===== src/rtl/ov7670_pkg.sv =====
// Shared OV7670 capture definitions: FSM encoding, default frame geometry
// and RGB565 field widths.
package ov7670_pkg;

  typedef enum logic [1:0] {
    ST_IDLE     = 2'd0,
    ST_WAIT_SOF = 2'd1,
    ST_CAPTURE  = 2'd2
  } state_e;

  localparam int H_PIX_DEF   = 320;
  localparam int V_LINES_DEF = 240;
  localparam int ADDR_W_DEF  = 17;

  localparam int R_W    = 5;
  localparam int G_W    = 6;
  localparam int B_W    = 5;
  localparam int PIX_W  = R_W + G_W + B_W;
  localparam int BYTE_W = 8;

endpackage


===== src/rtl/ov7670_byte_packer.sv =====
// Pairs camera bytes into RGB565 pixels (first byte is the high half); a
// partial pixel is dropped when sampling stops. Write strobe is registered, 1 clk after byte two.
module ov7670_byte_packer
  import ov7670_pkg::*;
(
  input  logic              clk,
  input  logic              rst_n,
  input  logic              sample_i,
  input  logic              keep_i,
  input  logic [BYTE_W-1:0] d_i,
  output logic              pair_o,
  output logic              we_o,
  output logic [PIX_W-1:0]  dout_o
);

  logic              phase_q, phase_d;
  logic [BYTE_W-1:0] hi_q, hi_d;
  logic              we_q, we_d;
  logic [PIX_W-1:0]  dout_q, dout_d;

  assign pair_o = sample_i & phase_q;
  assign we_o   = we_q;
  assign dout_o = dout_q;

  always_comb begin
    phase_d = phase_q;
    hi_d    = hi_q;
    we_d    = 1'b0;
    dout_d  = dout_q;
    if (sample_i) begin
      phase_d = ~phase_q;
      if (!phase_q) begin
        hi_d = d_i;
      end else if (keep_i) begin
        we_d   = 1'b1;
        dout_d = {hi_q, d_i};
      end
    end else begin
      // Any gap in sampling discards a lone high byte.
      phase_d = 1'b0;
    end
  end

  always_ff @(posedge clk or negedge rst_n) begin
    if (!rst_n) begin
      phase_q <= 1'b0;
      hi_q    <= '0;
      we_q    <= 1'b0;
      dout_q  <= '0;
    end else begin
      phase_q <= phase_d;
      hi_q    <= hi_d;
      we_q    <= we_d;
      dout_q  <= dout_d;
    end
  end

endmodule


===== src/rtl/ov7670_capture.sv =====
// OV7670 frame capture: vsync-framed FSM, line/frame counters, RGB565 buffer writes.
// Define OV7670_CAPTURE_DECIMATE_EN to keep only even pixels of even lines (VGA -> H_PIX x V_LINES).
module ov7670_capture
  import ov7670_pkg::*;
#(
  parameter int H_PIX   = H_PIX_DEF,
  parameter int V_LINES = V_LINES_DEF,
  parameter int ADDR_W  = ADDR_W_DEF
) (
  input  logic              clk,
  input  logic              rst_n,
  input  logic              config_finished,
  input  logic              vsync,
  input  logic              href,
  input  logic [7:0]        d,
  output logic [ADDR_W-1:0] addr,
  output logic [15:0]       dout,
  output logic              we,
  output logic              frame_done,
  output logic              busy,
  output logic              overflow
);

  localparam int                COL_W     = $clog2(H_PIX + 1);
  localparam logic [ADDR_W-1:0] PIX_TOTAL = ADDR_W'(H_PIX * V_LINES);
  localparam logic [COL_W-1:0]  COL_MAX   = COL_W'(H_PIX);

  state_e            state_q, state_d;
  logic              vsync_q;
  logic [ADDR_W-1:0] addr_q, addr_d;
  logic [COL_W-1:0]  col_q, col_d;
  logic              overflow_q, overflow_d;
  logic              frame_done_q, frame_done_d;
  logic              busy_q;

  logic              vs_fall, vs_rise, capturing, sof, sample;
  logic              pair, decim_keep, in_line, keep, we_w;
  logic [PIX_W-1:0]  dout_w;

  assign vs_fall   = vsync_q & ~vsync;
  assign vs_rise   = ~vsync_q & vsync;
  assign capturing = (state_q == ST_CAPTURE) && config_finished;
  assign sof       = (state_q == ST_WAIT_SOF) && config_finished && vs_fall;
  // A vsync transition wins over any href data in the same cycle.
  assign sample    = capturing && href && !vs_fall && !vs_rise;
  assign in_line   = decim_keep && (col_q < COL_MAX);
  assign keep      = in_line && (addr_q != PIX_TOTAL);

`ifdef OV7670_CAPTURE_DECIMATE_EN
  logic href_q, line_odd_q, line_odd_d, pix_odd_q, pix_odd_d;

  assign decim_keep = !line_odd_q && !pix_odd_q;

  always_comb begin
    line_odd_d = line_odd_q;
    pix_odd_d  = pix_odd_q;
    if (sof) begin
      line_odd_d = 1'b0;
    end else if (capturing && href_q && !href) begin
      line_odd_d = !line_odd_q;
    end
    if (!sample) begin
      pix_odd_d = 1'b0;
    end else if (pair) begin
      pix_odd_d = !pix_odd_q;
    end
  end

  always_ff @(posedge clk or negedge rst_n) begin
    if (!rst_n) begin
      href_q     <= 1'b0;
      line_odd_q <= 1'b0;
      pix_odd_q  <= 1'b0;
    end else begin
      href_q     <= href;
      line_odd_q <= line_odd_d;
      pix_odd_q  <= pix_odd_d;
    end
  end
`else
  assign decim_keep = 1'b1;
`endif

  always_comb begin
    state_d      = state_q;
    frame_done_d = 1'b0;
    if (!config_finished) begin
      state_d = ST_IDLE;
    end else begin
      case (state_q)
        ST_IDLE:     state_d = ST_WAIT_SOF;
        ST_WAIT_SOF: if (vs_fall) state_d = ST_CAPTURE;
        ST_CAPTURE: begin
          if (vs_rise) begin
            state_d      = ST_WAIT_SOF;
            frame_done_d = 1'b1;
          end
        end
        default:     state_d = ST_IDLE;
      endcase
    end
  end

  always_comb begin
    addr_d     = addr_q;
    overflow_d = overflow_q;
    col_d      = col_q;
    if (sof) begin
      addr_d     = '0;
      overflow_d = 1'b0;
    end else begin
      if (we_w) addr_d = addr_q + 1'b1;
      // A pixel that would have been stored but finds the buffer full.
      if (pair && in_line && (addr_q == PIX_TOTAL)) overflow_d = 1'b1;
    end
    if (!sample) begin
      col_d = '0;
    end else if (pair && in_line) begin
      col_d = col_q + 1'b1;
    end
  end

  always_ff @(posedge clk or negedge rst_n) begin
    if (!rst_n) begin
      state_q      <= ST_IDLE;
      vsync_q      <= 1'b1;
      addr_q       <= '0;
      col_q        <= '0;
      overflow_q   <= 1'b0;
      frame_done_q <= 1'b0;
      busy_q       <= 1'b0;
    end else begin
      state_q      <= state_d;
      vsync_q      <= vsync;
      addr_q       <= addr_d;
      col_q        <= col_d;
      overflow_q   <= overflow_d;
      frame_done_q <= frame_done_d;
      busy_q       <= (state_d == ST_CAPTURE);
    end
  end

  ov7670_byte_packer u_packer (
    .clk      (clk),
    .rst_n    (rst_n),
    .sample_i (sample),
    .keep_i   (keep),
    .d_i      (d),
    .pair_o   (pair),
    .we_o     (we_w),
    .dout_o   (dout_w)
  );

  assign addr       = addr_q;
  assign dout       = dout_w;
  assign we         = we_w;
  assign frame_done = frame_done_q;
  assign busy       = busy_q;
  assign overflow   = overflow_q;

endmodule


===== config.mk =====
export PLATFORM = sky130hd
export DESIGN_NAME = ov7670_capture
export DESIGN_NICKNAME = d
export VERILOG_FILES = /design/src/rtl/ov7670_pkg.sv /design/src/rtl/ov7670_byte_packer.sv /design/src/rtl/ov7670_capture.sv
export SDC_FILE = /design/constraint.sdc
export NUM_CORES = 1
export LEC_CHECK = 0
export ABC_CLOCK_PERIOD_IN_PS = 2400
export BUFFER_PORTS_ARGS = -buffer_cell sky130_fd_sc_hd__buf_4
export CAP_MARGIN = 0
export CORE_MARGIN = 2
export CORE_UTILIZATION = 35
export CTS_CLUSTER_SIZE = 40
export DETAILED_ROUTE_END_ITERATION = 8
export PLACE_DENSITY = 0.55
export SYNTH_ARGS = -nofsm -noshare
export SYNTH_HDL_FRONTEND = slang
export SYNTH_SLANG_ARGS = --single-unit

===== constraint.sdc =====
create_clock -name clk -period 2.4 [get_ports clk]
set_clock_uncertainty 0.15 [all_clocks]
set_input_delay 0.24 -clock clk [delete_from_list [all_inputs] [get_ports clk]]
set_output_delay 0.24 -clock clk [all_outputs]
set_load 0.005 [all_outputs]

==> impl_metrics.py, run 1 <==
metrics = {
    "drt": {
        "detail-route-antenna-nets": 0,
        "vias": 1882,
        "drcViolationCount": 0,
        "first_pass_iters": 4,
        "drt-initial-drc-count": 90,
        "routed_via_density": 4.801,
        "wl_per_cell_um": 13.89,
        "drt-total-wl_um": 5446,
    },
    "cts": {
        "clock_path_buffers": 2,
        "cts_max_level": 3,
        "postCtsSetupRepairBufs": 0,
        "cts_hold_buf": 11,
        "cts_tree": "yes",
        "clock_sinks": 58,
        "clock_latency_ns": 0.33,
        "clockRootBuffer": "clkbuf_8",
        "cts_buffers": 9,
        "clk_pin_slew_worst_paths_ns": 0.07,
        "cts_resized": 0,
    },
    "setup_path": {
        "endpoint_kind": "register",
        "crit_chain": "xor2_1 -> or4b_4 -> a311oi_4 -> buf_12 -> mux2_2",
        "startpoint_type": "register",
        "critical_path_arrival_ns": 2.36,
        "critPathTopFamily": "simple AND/OR/NAND/NOR gates",
        "crit_required_ns": 2.47,
        "crit_path_max_incr_delay_ns": 0.58,
        "worstSetupPathType": "register to register",
        "crit_buf_inv": 1,
        "cp_slowest_cell": "or4b_4",
        "path_max_fanout": 17,
    },
    "timing": {
        "tightest_slew_ns": 0.7264,
        "maxSlewHeadroom_pct": 51.57,
        "fin_ws_ns": 0.1111,
        "period_needed_ns": 2.289,
        "fmax_mhz": 436.9,
        "finalCritPeriodShare_pct": 95.37,
        "hold_viol": 0,
        "fin_setup_tns_ns": 0,
        "slew_violations": 0,
        "setup_viol": 0,
        "rsz0062_at_grt": "no",
    },
    "final_layout": {
        "drive_gt1_share_pct": 35.84,
        "layout.cells.most_common": "dfrtp_1",
        "fin_util_pct": 47.32,
        "n_antenna_cell": 0,
        "finalInstanceArea_mm2": 0.003396,
        "final_cell_count_no_fill": 392,
        "syn_to_final_growth_pct": 32.91,
        "final_cell_mix": "57 x dfrtp_1, 56 x buf_4, 24 x mux2_2",
        "fin_nets": 304,
    },
    "flow_run": {
        "cap_violations": 0,
    },
    "global_route": {
        "grt_pass1_wl_um": 8694,
        "grt_util_all_layers_pct": 14.66,
        "antenna_found_initial": 0,
        "gr-total-overflow": 0,
        "grt_start_max_net_pins": 59,
        "grt_pass1_vias": 1835,
    },
    "status": {
        "outcome": "complete, no violations",
    },
    "placed_design": {
        "dpl-instance-area_mm2": 0.003105,
        "dp_hpwl_um": 3658,
        "gp_congestion": 0.7886,
        "port_buffers": 49,
        "dp_cells": 365,
        "pre_cts_ws_ns": 0.1129,
    },
    "worst_hold_path": {
        "hold_class": "primary input to register",
    },
    "floorplanning": {
        "fp.dieW_um": 89.44,
        "io_pins": 50,
        "die_height_um": 89.44,
        "num_rows": 31,
        "core-area_mm2": 0.007176,
        "die_area_mm2": 0.008000,
        "start_util_pct": 35.61,
    },
    "power": {
        "clkPwrFrac_pct": 38.5,
        "power.leakage_uw": 0.001586,
        "switchingPower_uw": 554.1,
        "internal_power_uw": 1548,
        "p_seq_share_pct": 51.6,
        "power.density_mw_per_mm2": 619.1,
        "comb_power_share_pct": 9.9,
        "vdd_ir_drop_max_uv": 246.9,
        "sw_frac_of_total_pct": 26.36,
    },
    "yosys": {
        "seq_area_frac_synth_pct": 56.86,
        "synth_nets": 231,
        "syn_area_per_cell_um2": 11.88,
        "ys_ff_latch": 58,
        "syn_inst": 215,
        "ys_types": 40,
        "yosysWarnings": 0,
        "synthesis.area_mm2": 0.002555,
    },
}
## registers in the layout, summed over array words and instances (netlist names)
signal	cells
u_packer.dout_o	16
overflow	1
state_q	2
frame_done	1
u_packer.we_o	1
u_packer.hi_q	8
addr	17
busy	1
vsync_q	1
col_q	9
u_packer.phase_q	1
## metal layers
layer  wire length, um  GRT usage (%)
met1              2421          18.46
met2              2710          23.43
met3               214          4.155
met4                99          6.649
met5                 0              0
## power by group through the flow
stage          Clock (uW)  Combinational (uW)  Sequential, uW
4_1_cts               839                 214            1080
2_1_floorplan           0                80.2            1090
3_5_place_dp            0                 198            1100
6_report              809                 208            1080
3_3_place_gp            0                 196            1100
5_1_grt               877                 236            1090
## metrics by stage
step	total power, uW	hold WS, ns
5_1_grt	2206	0.1063
2_1_floorplan	1172	-0.2056
3_3_place_gp	1298	0.2103
4_1_cts	2137	0.07450
6_report	2102	0.08530
3_5_place_dp	1301	0.2117
## synth_stat cells, drive strengths merged
cell / instances / area [um2]
a21oi: 7 / 35.03
a2bb2oi: 1 / 8.760
a311oi: 1 / 26.28
a31o: 1 / 8.760
a31oi: 1 / 6.260
and2: 1 / 6.260
and3: 2 / 12.51
and4: 3 / 26.28
and4b: 1 / 10.01
buf: 1 / 11.26
clkbuf: 6 / 22.52
dfrtp: 57 / 1426
dfstp: 1 / 26.28
ha: 3 / 37.54
inv: 5 / 18.77
mux2: 24 / 270.3
mux2i: 1 / 10.01
nand2: 12 / 45.04
nand2b: 1 / 6.260
nand3: 8 / 40.04
nand4: 9 / 56.30
nor2: 23 / 88.84
nor2b: 2 / 12.51
nor3: 3 / 15.01
nor3b: 1 / 7.510
nor4: 6 / 37.54
nor4b: 1 / 8.760
nor4bb: 1 / 10.01
o21a: 3 / 22.52
o21ai: 3 / 15.01
o31ai: 1 / 7.510
or2: 1 / 6.260
or3: 1 / 6.260
or4: 1 / 7.510
or4b: 2 / 23.77
xnor2: 10 / 87.58
xor2: 10 / 87.58
## worst paths after layout
check	startpoint	end	slack, ns	cells past startpoint
worst max register to register	vsync_q$_DFF_PN1_	u_packer.dout_o[9]$_DFFE_PN0P_	0.11	5
worst min register to register	u_packer.hi_q[0]$_DFFE_PN0P_	u_packer.dout_o[8]$_DFFE_PN0P_	0.36	1
max in group asynchronous	rst_n	addr[16]$_DFFE_PN0P_	1.27	2
min in group asynchronous	rst_n	col_q[4]$_DFFE_PN0P_	0.35	2
worst min-delay path	vsync	frame_done$_DFF_PN0_	0.09	3
worst max-delay path	vsync_q$_DFF_PN1_	u_packer.dout_o[9]$_DFFE_PN0P_	0.11	5
## worst register-to-register path, delay by kind of cell (launching register included)
kind                      cells  cell delay (ns)
xor gates and xnor gates      1             0.08
muxes                         1             0.34
buffers and inverters         1             0.20
AOI/OAI and AO/OA             1             0.28
DFF                           1             0.56
and+or+nand+nor               1             0.58
## cell families (layout without fill, tap and decap cells)
group	after synthesis	after routing	synth area share, %
buf+inv	12	90	2.057
fa+ha+maj	3	3	1.469
simple gates	79	79	16.70
xor+xnor	20	20	6.856
flops	58	58	56.86
mux	25	25	10.97
compound gates	18	18	5.093
## cell type report
class | count | area (um2)
fillers | 674 | 3780
flip-flops and latches | 58 | 1453
multi-input cells | 145 | 1050
repair buffers | 69 | 570.5
clock buffers | 10 | 137.6
well taps | 99 | 123.9
clock inverters | 6 | 42.54
inverters | 5 | 18.77
Power figures use the tool's default switching activity.
==> inputs of run 2 (changes only) <==
--- a/config.mk
+++ b/config.mk
@@ -5,6 +5,7 @@
 export SDC_FILE = /design/constraint.sdc
 export NUM_CORES = 1
 export LEC_CHECK = 0
+export ABC_AREA = 1
 export ABC_CLOCK_PERIOD_IN_PS = 2400
 export BUFFER_PORTS_ARGS = -buffer_cell sky130_fd_sc_hd__buf_4
 export CAP_MARGIN = 0
@@ -12,7 +13,7 @@
 export CORE_UTILIZATION = 35
 export CTS_CLUSTER_SIZE = 40
 export DETAILED_ROUTE_END_ITERATION = 8
-export PLACE_DENSITY = 0.55
+export PLACE_DENSITY = 0.54
 export SYNTH_ARGS = -nofsm -noshare
 export SYNTH_HDL_FRONTEND = slang
 export SYNTH_SLANG_ARGS = --single-unit
==> run 2 against run 1 <==
Compared with the run above: clock-buffer cell count is 1 lower; power up 3.0%; synthesized area rose by 10%; routed wire length increased by 22%; synthesized cell count increased by 66%; non-clock buffer count is 9 lower; critical path type is now primary input to register; largest power group is now the clock network; highest routed layer unchanged.
==> impl_metrics.py, run 2 <==
metrics = {
    "drt": {
        "vias": 2506,
        "drt-initial-drc-count": 94,
        "drt-total-wl_um": 6659,
        "detail-route-antenna-nets": 0,
        "wl_per_cell_um": 12.59,
        "first_pass_iters": 4,
        "routed_via_density": 4.737,
        "drcViolationCount": 0,
    },
    "timing": {
        "tightest_slew_ns": 0.7259,
        "fin_setup_tns_ns": 0,
        "slew_violations": 0,
        "fmax_mhz": 484.7,
        "rsz0062_at_grt": "no",
        "setup_viol": 0,
        "finalCritPeriodShare_pct": 85.96,
        "hold_viol": 0,
        "period_needed_ns": 2.063,
        "maxSlewHeadroom_pct": 51.60,
    },
    "floorplanning": {
        "core-area_mm2": 0.007767,
        "num_rows": 32,
        "fp.dieW_um": 93.81,
        "die_area_mm2": 0.008799,
        "io_pins": 50,
        "die_height_um": 93.81,
        "start_util_pct": 36.34,
    },
    "cts": {
        "cts_resized": 0,
        "clk_pin_slew_worst_paths_ns": 0.07,
        "cts_tree": "yes",
        "cts_hold_buf": 11,
        "clock_sinks": 58,
        "clock_path_buffers": 2,
        "clockRootBuffer": "clkbuf_8",
        "postCtsSetupRepairBufs": 0,
        "cts_max_level": 3,
        "clock_latency_ns": 0.34,
        "cts_buffers": 9,
    },
    "setup_path": {
        "path_max_fanout": 17,
        "regToRegSetupSlack_ns": 0.37,
        "r2r_cells": 6,
        "r2r-end": "addr[8]$_DFFE_PN0P_",
        "crit_required_ns": 2.48,
        "critical_path_arrival_ns": 2.15,
        "worstSetupPathType": "primary input to register",
        "endpoint_kind": "register",
        "r2r_start": "vsync_q$_DFF_PN1_",
        "startpoint_type": "primary input",
    },
    "yosys": {
        "ys_ff_latch": 58,
        "syn_inst": 357,
        "synth_top_area_cell": "dfrtp_1",
        "yosysWarnings": 0,
        "synthTopCellsByArea": "dfrtp_1 51%, nand2_1 14%, nand3_1 7.6%, nor2_1 6.6%, inv_1 4.3%",
        "synth_nets": 373,
        "synth_common_cells": "108 x nand2_1, 57 x dfrtp_1, 50 x nor2_1, 43 x nand3_1, 32 x inv_1",
        "syn_area_per_cell_um2": 7.907,
        "async_reset_ff_share_pct": 100.0,
        "synth_top_area_share_pct": 50.53,
        "synth_ff_type": "dfrtp_1",
        "ys_types": 25,
        "synth_most_common_cell": "nand2_1",
        "synthesis.area_mm2": 0.002823,
        "seq_area_frac_synth_pct": 51.46,
        "synth_edf_count": 0,
    },
    "final_layout": {
        "final_cell_mix": "108 x nand2_1, 57 x dfrtp_1, 50 x nor2_1",
        "drive_gt1_share_pct": 19.20,
        "finalInstanceArea_mm2": 0.003593,
        "n_antenna_cell": 0,
        "layout.cells.most_common": "nand2_1",
        "largest_reg_flops": 17,
        "syn_to_final_growth_pct": 27.31,
        "fin_nets": 438,
    },
    "flow_run": {
        "cap_violations": 0,
    },
    "power": {
        "sw_frac_of_total_pct": 23.90,
        "vdd_ir_drop_max_uv": 328.7,
        "clkPwrFrac_pct": 47.6,
        "switchingPower_uw": 517.6,
        "power.density_mw_per_mm2": 602.7,
        "comb_power_share_pct": 5.1,
        "internal_power_uw": 1648,
        "power.leakage_uw": 0.001846,
        "p_seq_share_pct": 47.3,
    },
    "status": {
        "outcome": "complete, no violations",
    },
    "global_route": {
        "grt_pass1_vias": 2418,
        "grt_pass1_wl_um": 11310,
        "gr-total-overflow": 0,
        "antenna_found_initial": 0,
        "grt_start_max_net_pins": 59,
        "grt_util_all_layers_pct": 16.52,
    },
    "placed_design": {
        "dpl-instance-area_mm2": 0.003257,
        "port_buffers": 49,
        "gp_congestion": 0.8125,
        "dp_hpwl_um": 4660,
    },
    "worst_hold_path": {
        "holdPathEnd": "col_q[8]$_DFFE_PN0P_",
        "hold_depth": 5,
        "hold_class": "primary input to register",
        "min_from": "href",
    },
}
[run 2: cell families after synthesis]
family	Yosys count	share of synthesized area [%]
buffers and inverters	41	6.826
DFF	58	51.46
adders and majority gates	3	1.330
AOI/OAI and AO/OA	30	5.807
and+or+nand+nor	223	33.95
xor gates and xnor gates	2	0.6207
[run 2: worst max path at each step]
stage,depth (start not counted),to,slack [ns],from
floorplan,9,u_packer.dout_o[7]$_DFFE_PN0P_,0.85,vsync_q$_DFF_PN1_
global placement,6,addr[8]$_DFFE_PN0P_,0.35,vsync_q$_DFF_PN1_
detailed placement,6,addr[8]$_DFFE_PN0P_,0.31,vsync_q$_DFF_PN1_
CTS,7,addr[8]$_DFFE_PN0P_,0.29,vsync
global route,6,addr[8]$_DFFE_PN0P_,0.11,vsync_q$_DFF_PN1_
finish,7,addr[8]$_DFFE_PN0P_,0.34,vsync
[run 2: power groups by stage]
stage          clock network, uW  registers [uW]  logic, uW
2_1_floorplan                  0            1040       41.5
4_1_cts                     1050            1020        115
5_1_grt                     1100            1030        129
6_report                    1030            1020        111
3_5_place_dp                   0            1040        100
3_3_place_gp                   0            1040       99.8
[run 2: stage by stage]
stage | hold WS [ns] | util [%] | cells | worst slack (ns) | power, uW
CTS | 0.1476 | 46.26 | 529 | 0.2858 | 2192
global placement | 0.2131 | 41.93 | 502 | 0.3549 | 1141
detailed placement | 0.2105 | 41.93 | 502 | 0.3141 | 1142
finish | 0.1537 | 46.26 | 529 | 0.3371 | 2166
global route | 0.1791 | 46.26 | 529 | 0.1066 | 2261
floorplan | -0.2056 | - | 357 | 0.8511 | 1080
[run 2: final cells by class]
type | instances | area (um2)
clock inverters | 7 | 102.6
multi-input cells | 258 | 1177
well taps | 102 | 127.6
fillers | 814 | 4174
inverters | 35 | 131.4
repair buffers | 60 | 478.0
clock buffers | 9 | 123.9
flip-flops and latches | 58 | 1453
[run 2: routing by layer]
metal  routed length (um)  vias up  global-route usage (%)
li1                     -     1266                       -
met1                 3358     1162                   23.79
met2                 2834       69                   23.63
met3                  352        9                   4.093
met4                  114        0                   6.763
met5                    0        -                       0
[run 2: critical path: stages]
cell           delay (ns)
dlygate4sd3_1        0.53
buf_4                0.14
nor2_1               0.23
nand3_1              0.52
nand2_1              0.26
o21ai_0              0.11
o21a_1               0.11
